### config.mk
export PLATFORM = sky130hd
export DESIGN_NAME = usb_data_buffer
export DESIGN_NICKNAME = d
export VERILOG_FILES = /design/src/rtl/usb_buf_pkg.sv /design/src/rtl/usb_buffer_ram.sv /design/src/rtl/usb_data_buffer.sv
export SDC_FILE = /design/constraint.sdc
export NUM_CORES = 1
export LEC_CHECK = 0
export BUFFER_PORTS_ARGS = -buffer_cell sky130_fd_sc_hd__buf_2
export CAP_MARGIN = 20
export CELL_PAD_IN_SITES_DETAIL_PLACEMENT = 1
export CELL_PAD_IN_SITES_GLOBAL_PLACEMENT = 2
export CORE_MARGIN = 8
export CORE_UTILIZATION = 52
export CTS_CLUSTER_SIZE = 25
export DETAILED_ROUTE_END_ITERATION = 12
export PLACE_DENSITY = 0.83
export SYNTH_ARGS = -nofsm -noshare
export SYNTH_HDL_FRONTEND = slang
export SYNTH_SLANG_ARGS = --single-unit
### constraint.sdc
create_clock -name clk -period 6.9 [get_ports clk]
set_input_delay 1.035 -clock clk [delete_from_list [all_inputs] [get_ports clk]]
set_output_delay 1.035 -clock clk [all_outputs]
set_load 0.1 [all_outputs]
### src/rtl/usb_buf_pkg.sv
// rtl/usb_buf_pkg.sv - shared sizing constants and types for the USB data buffer
package usb_buf_pkg;
    localparam int BUF_DEPTH  = 64;
    localparam int BUF_ADDR_W = 6;
    localparam int BUF_OCC_W  = 7;

    typedef logic [7:0] byte_t;
endpackage

### src/rtl/usb_buffer_ram.sv
// rtl/usb_buffer_ram.sv - byte storage array, synchronous write, combinational read
module usb_buffer_ram
    import usb_buf_pkg::*;
#(
    parameter int DEPTH  = BUF_DEPTH,
    parameter int ADDR_W = BUF_ADDR_W
) (
    input  logic              clk,
    input  logic              we,
    input  logic [ADDR_W-1:0] waddr,
    input  byte_t             wdata,
    input  logic [ADDR_W-1:0] raddr,
    output byte_t             rdata
);

    byte_t mem [DEPTH];

    always_ff @(posedge clk) begin
        if (we) begin
            mem[waddr] <= wdata;
        end
    end

    assign rdata = mem[raddr];

endmodule

### src/rtl/usb_data_buffer.sv
// rtl/usb_data_buffer.sv - 64-byte FIFO shared by the AHB slave and the USB packet engines
module usb_data_buffer
    import usb_buf_pkg::*;
#(
    parameter int DEPTH  = BUF_DEPTH,
    parameter int ADDR_W = BUF_ADDR_W,
    parameter int OCC_W  = BUF_OCC_W
) (
    input  logic             clk,
    input  logic             n_rst,
    input  logic             clear,
    input  logic             store_tx_data,
    input  logic [7:0]       tx_data,
    input  logic             get_rx_data,
    output logic [7:0]       rx_data,
    input  logic             store_rx_packet_data,
    input  logic [7:0]       rx_packet_data,
    input  logic             get_tx_packet_data,
    output logic [7:0]       tx_packet_data,
    output logic [OCC_W-1:0] buffer_occupancy
);

    logic [ADDR_W-1:0] wptr;
    logic [ADDR_W-1:0] rptr;
    logic              full;
    logic              empty;
    logic              push_req;
    logic              pop_req;
    logic              push_acc;
    logic              pop_acc;
    logic              ram_we;
    byte_t             push_data;
    byte_t             rdata;

    assign full  = (buffer_occupancy == OCC_W'(DEPTH));
    assign empty = (buffer_occupancy == '0);

    // USB engines win both collisions; the AHB side is the lower-priority requester.
    assign push_req  = store_rx_packet_data | store_tx_data;
    assign pop_req   = get_tx_packet_data | get_rx_data;
    assign push_data = store_rx_packet_data ? rx_packet_data : tx_data;

    // Gating uses pre-edge occupancy, so a full FIFO still pops and an empty one never falls through.
    assign push_acc = push_req & ~full;
    assign pop_acc  = pop_req & ~empty;

    // Reset and clear discard same-cycle pushes, so the array is left untouched too.
    assign ram_we = push_acc & n_rst & ~clear;

    usb_buffer_ram #(
        .DEPTH  (DEPTH),
        .ADDR_W (ADDR_W)
    ) u_ram (
        .clk   (clk),
        .we    (ram_we),
        .waddr (wptr),
        .wdata (push_data),
        .raddr (rptr),
        .rdata (rdata)
    );

    always_ff @(posedge clk) begin
        if (!n_rst) begin
            wptr             <= '0;
            rptr             <= '0;
            buffer_occupancy <= '0;
            rx_data          <= '0;
            tx_packet_data   <= '0;
        end else if (clear) begin
            wptr             <= '0;
            rptr             <= '0;
            buffer_occupancy <= '0;
        end else begin
            if (push_acc) begin
                wptr <= wptr + 1'b1;
            end
            if (pop_acc) begin
                rptr <= rptr + 1'b1;
                if (get_tx_packet_data) begin
                    tx_packet_data <= rdata;
                end else begin
                    rx_data <= rdata;
                end
            end
            case ({push_acc, pop_acc})
                2'b10:   buffer_occupancy <= buffer_occupancy + 1'b1;
                2'b01:   buffer_occupancy <= buffer_occupancy - 1'b1;
                default: buffer_occupancy <= buffer_occupancy;
            endcase
        end
    end

endmodule
# ---- After elaboration in Yosys (flattened, before gate mapping)
# Memory sizes are Yosys's and may differ from the RTL's. A register that Yosys moved wholly into a read port is not among the register bits.
# Index checks and enable logic that the tools add are counted.
dict set report word_totals {
  mem_count 1
  mem_bits_rw 512
  reg_bits 35
}
dict set report classes {
  mux 6
  n_bitwise 11
  add_sub_neg 4
  n_eq_ne 3
  reduce_logical 5
}
# name depth width rd rd_clocked_by_memory_dff wr line
set mem_list {}
lappend mem_list {u_ram.mem 64 8 1 1 1 usb_buffer_ram.sv:16} ;# byte_t mem [DEPTH];
# cell count
set op_table {}
lappend op_table {{7-bit case mux with 2 select lines} 1}
lappend op_table {{6-bit by 1-bit adder with 6-bit output, second input constant} 2}
lappend op_table {{6-bit 2-to-1 mux} 2}
lappend op_table {{8-bit 2-to-1 mux} 1}
lappend op_table {{7-bit by 1-bit adder with 7-bit output, second input constant} 1}
lappend op_table {{7-bit == test, second input constant} 1}
lappend op_table {{7-bit logical NOT} 1}
lappend op_table {{7-bit by 1-bit subtractor with 7-bit output, second input constant} 1}
lappend op_table {{3-bit AND reduction} 2}
lappend op_table {{1-bit NOT} 5}
lappend op_table {{1-bit AND} 4}
lappend op_table {{2-bit by 1-bit == test with 1-bit output, second input constant} 1}
lappend op_table {{2-bit == test, second input constant} 1}
lappend op_table {{1-bit 2-to-1 mux} 2}
lappend op_table {{1-bit bitwise OR} 2}
lappend op_table {{2-bit nonzero test} 1}
lappend op_table {{2-bit OR reduction} 1}

# ---- Longest topological paths before layout
dict set report depth {
  depth_word 7
  mapped_depth 11
}

# ---- Hierarchy
# Synthesis repeated with hierarchy kept, for this count alone.
dict set report hier_totals {
  cells_unflattened 1133
  area_unflattened_um2 21812.2
}
# mod area_per_inst_um2 instances seq_area_each_um2 cells_per_inst
set by_module_without_submodules {}
lappend by_module_without_submodules {usb_buffer_ram 20006.7 1 15374.7 932}
lappend by_module_without_submodules {usb_data_buffer 1805.5 1 700.7 201}

# ---- Least setup slack after synthesis
# Ideal clock, no wire load.
dict set report synth_path {
  kind {flip-flop to flip-flop}
  startpoint {reg buffer_occupancy[0]}
  endpoint {reg buffer_occupancy[6]}
  stages_incl_launch_ff 11
  setup_time_ns 0.072
  slack_ns 3.533
  t_arrival_ns 3.295
  t_required_ns 6.828
  path_cell_list {dfxtp_1 -> nor2_1 -> a31oi_4 -> inv_1 -> ha_1 -> fa_1 -> a21o_1 -> a21oi_1 -> o2111ai_1 -> o311ai_0 -> mux2i_1}
}
dict set report synth_between {
  elab_chain_len 5
  word_cells_on_any_way 12
}
# item line
set synth_lines {}
lappend synth_lines {{start: declaration} usb_data_buffer.sv:20} ;# output logic [OCC_W-1:0] buffer_occupancy
lappend synth_lines {{start signal: assignment} usb_data_buffer.sv:86} ;# 2'b10: buffer_occupancy <= buffer_occupancy + 1'b1;
lappend synth_lines {{start signal: assignment} usb_data_buffer.sv:87} ;# 2'b01: buffer_occupancy <= buffer_occupancy - 1'b1;
lappend synth_lines {{start signal: assignment} usb_data_buffer.sv:88} ;# default: buffer_occupancy <= buffer_occupancy;
lappend synth_lines {{branches (longest 5 deep; another with 7-bit by 1-bit subtractor with 7-bit output)} n/a}
# Several ways; the timed one is not identified.
# A chain may end at the register's enable or synchronous reset.

# ---- Worst setup path in the final report
dict set report layout_path {
  startpoint {in store_rx_packet_data}
  endpoint {mem u_ram.mem[26][2] (netlist name), enable pin}
}
dict set report layout_between {
  elab_chain_len 6
}
# item line
set layout_lines {}
lappend layout_lines {{start: declaration} usb_data_buffer.sv:16} ;# input logic store_rx_packet_data,
lappend layout_lines {{1-bit bitwise OR} usb_data_buffer.sv:39} ;# assign push_req = store_rx_packet_data | store_tx_data;
lappend layout_lines {{1-bit AND} usb_data_buffer.sv:44} ;# assign push_acc = push_req & ~full;
lappend layout_lines {{1-bit AND (2 in series)} usb_data_buffer.sv:48} ;# assign ram_we = push_acc & n_rst & ~clear;
lappend layout_lines {{1-bit 2-to-1 mux} usb_buffer_ram.sv:19} ;# if (we) begin
lappend layout_lines {{1-bit 2-to-1 mux (implied by the code)} usb_buffer_ram.sv:20} ;# mem[waddr] <= wdata;
lappend layout_lines {{end: declaration} usb_buffer_ram.sv:16}
# Every way passes these cells.

==> impl_metrics.tcl <==
set metrics [dict create \
    reg2reg_depth 5 \
    dpl.hpwl_um 35200 \
    maxCapViolations 0 \
    comb_power_share_pct 6.3 \
    fillers 3622 \
    cts_hold_buf 0 \
    synth-seq-area-share_pct 73.3 \
    tns_ps 0 \
    synth_edf_count 512 \
    critPathCapture "u_ram.mem[26][2]" \
    drt-total-wl_um 58000 \
    drtAntennaViolNets 0 \
    min_period_ps 3760 \
    wire_per_inst_um 31.9 \
    antennaDiodeCount 0 \
    viasPerCell 6.49 \
    overflow 0 \
    die_width_um 222 \
    clkLatencyLatePin_ps 610 \
    grt_antenna_before_repair 0 \
    finalHoldViolCount 0 \
    critical_path_arrival_ps 4000 \
    worst_setup_path_start_kind "primary input" \
    gp_congestion 0.834 \
    area_delta_synth_final_pct 10.3 \
    placed_cell_area_um2 22700 \
    power_mw 6.97 \
    syn_area_per_cell_um2 18.5 \
    finish.instance_area_um2 24400 \
    cp_max_fo 9 \
    start_util_pct 52.7 \
    finalMaxSlewViolations 0 \
    track_usage_pct 23.4 \
    drt_first_pass_iters 5 \
    grt_max_degree 114 \
    layout.cells.most_common "edfxtp_1" \
    reg2reg_to "u_ram.mem[26][2]" \
    p_int_mw 5.42 \
    cts-resized-gates 0 \
    reg2reg_from "buffer_occupancy[0]" \
    syn_nets 1227 \
    clockBufferDepth 3 \
    end_kind "register" \
    worst_pin_slew_ps 1100 \
    p_leak_nw 7.58 \
    crit_start "store_rx_packet_data" \
    rrSetupSlack_ps 3330 \
    pwr-share-seq_pct 53.2 \
    drive_gt1_share_pct 22.6 \
    synth_area_um2 22100 \
    setup_violations 0 \
    h-tree-depth 2 \
    max_freq_ghz 0.266 \
    async_flop_share_pct 0 \
    p_switching_mw 1.55 \
    power_density_nw_per_um2 286 \
    switching_share_pct 22.3 \
    fin_nets 1268 \
    layout_common_cells "512 x edfxtp_1, 97 x nor2_1, 87 x mux4_2" \
    cts_setup_buffers 0 \
    grt_pass1_wl_um 85000 \
    drtIter0Drc 1261 \
    dieArea_um2 49400 \
    skew_ps 17.6 \
    ys_warn_count 0 \
    place.port_buffers 45 \
    chipHeight_um 222 \
    netlist_instances 1195 \
    path_clk_slew_ps 60 \
    hold_class "reg -> reg" \
    cts_num_sinks 553 \
    setup_slack_ps 3140 \
    peakVddDrop_v 0.000224 \
    clockRootBuffer "clkbuf_16" \
    vias 11800 \
    numCtsBuffers 54 \
    ios 46 \
    coreArea_um2 41900 \
    cp.required_ps 7140 \
    pre_cts_ws_ps 2570 \
    drc 0 \
    grt_pass1_vias 12200 \
    status "finished, final reports clean" \
    fp-row-count 75 \
    ys_types 68 \
    rsz0062_at_grt "false" \
    maxSlewHeadroom_pct 26.5 \
    path_class "in -> reg" \
    ys.flop_type "edfxtp_1" \
    clkPwrFrac_pct 40.4 \
    ys_ff_latch 553 \
    cts_tree "yes" \
    post-route-period-util_pct 54.4 \
]
worst min-delay path by stage:
stage | start | end | slack [ps] | depth (start not counted)
2_1_floorplan | rptr[5] | register | 460 | 2
3_3_place_gp | rx_data[3] | rx_data[3] | 440 | 2
3_5_place_dp | rx_data[6] | rx_data[6] | 450 | 2
4_1_cts | rx_data[6] | rx_data[6] | 450 | 2
5_1_grt | rx_data[6] | rx_data[6] | 490 | 2
6_report | rx_data[6] | rx_data[6] | 450 | 2
layout make-up:
| cell class | count | area, um^2 | share of cell area (%) |
|---|---|---|---|
| Tap cell | 539 | 674 | 2.77 |
| Inverter | 9 | 33.8 | 0.139 |
| Clock buffer | 73 | 1510 | 6.18 |
| Sequential cell | 553 | 16200 | 66.5 |
| Multi-Input combinational cell | 564 | 5480 | 22.5 |
| Clock inverter | 25 | 164 | 0.672 |
| Timing Repair Buffer | 54 | 318 | 1.30 |
per-layer routing:
metal / track usage (%) / share of wire [%] / vias to the layer above
met5: 0 / 0 / -
met4: 8.34 / 3.3 / 0
met3: 3.72 / 7.8 / 107
met2: 37.0 / 47 / 588
met1: 32.9 / 42 / 6165
li1: - / - / 4932
synthesized netlist by cell type (4+ instances only):
| library cell | number | share of area [%] |
|---|---|---|
| o21ai_0 | 15 | 0.34 |
| nor2_1 | 97 | 1.6 |
| o211ai_1 | 5 | 0.17 |
| buf_6 | 9 | 0.46 |
| edfxtp_1 | 512 | 70 |
| a211oi_1 | 7 | 0.24 |
| xor2_1 | 6 | 0.24 |
| mux2_2 | 54 | 2.8 |
| or3b_2 | 4 | 0.16 |
| buf_4 | 7 | 0.24 |
| clkbuf_1 | 20 | 0.34 |
| a21oi_1 | 14 | 0.32 |
| nand4_1 | 10 | 0.28 |
| ha_1 | 8 | 0.45 |
| o31ai_1 | 6 | 0.20 |
| a31oi_1 | 11 | 0.31 |
| dfxtp_1 | 41 | 3.7 |
| nand3_1 | 13 | 0.29 |
| mux2i_1 | 33 | 1.5 |
| nor2b_1 | 7 | 0.20 |
| buf_1 | 8 | 0.14 |
| buf_2 | 23 | 0.52 |
| o22ai_1 | 28 | 0.79 |
| or3_1 | 6 | 0.17 |
| nand2b_1 | 8 | 0.23 |
| a22oi_1 | 9 | 0.31 |
| inv_1 | 9 | 0.15 |
| mux4_2 | 87 | 8.9 |
| xnor2_1 | 5 | 0.20 |
| a211oi_2 | 4 | 0.23 |
| nor3_1 | 7 | 0.16 |
| o21ai_1 | 5 | 0.11 |
| mux4_1 | 10 | 1.2 |
| nand3b_1 | 7 | 0.24 |
| nand2_1 | 39 | 0.66 |
| a22o_1 | 7 | 0.28 |
sequential cells by signal, summed over array words and instances, names as in the netlist, named ones only:
name and flops:
buffer_occupancy 7, rptr 6, rx_data 8, tx_packet_data 8, u_ram.mem 512, wptr 6
cell families after synthesis:
family                   count (synthesis)  synth area share [%]
flip-flops                             553                  73.3
AND/OR/NAND/NOR                        222                  4.94
multiplexers                           184                  14.3
AO/OA/AOI/OAI                          138                  4.47
buffers and inverters                   78                  2.03
XOR/XNOR                                11                 0.436
adder cells (fa/ha/maj)                  9                 0.544
power groups by stage:
stage,clock network [mW],registers (mW),logic (mW)
6_report,2.82,3.71,0.440
5_1_grt,2.95,3.71,0.466
4_1_cts,2.85,3.71,0.446
3_5_place_dp,0,3.78,0.446
3_3_place_gp,0,3.78,0.436
2_1_floorplan,0,3.84,0.246
critical path, cell delays in order:
cell and delay [ps]:
buf_2 240, nor2_1 180, a31oi_4 320, nor3b_1 570, nand3b_1 780, nor2_1 850
stage by stage:
step,utilization [%],hold WS (ps),cells
global placement,54.2,437,1719
global route,58.1,495,1817
finish,58.1,451,1817
detailed placement,54.2,446,1719
CTS,58.1,454,1817
floorplan,-,459,1195
Power figures use the tool's default switching activity.
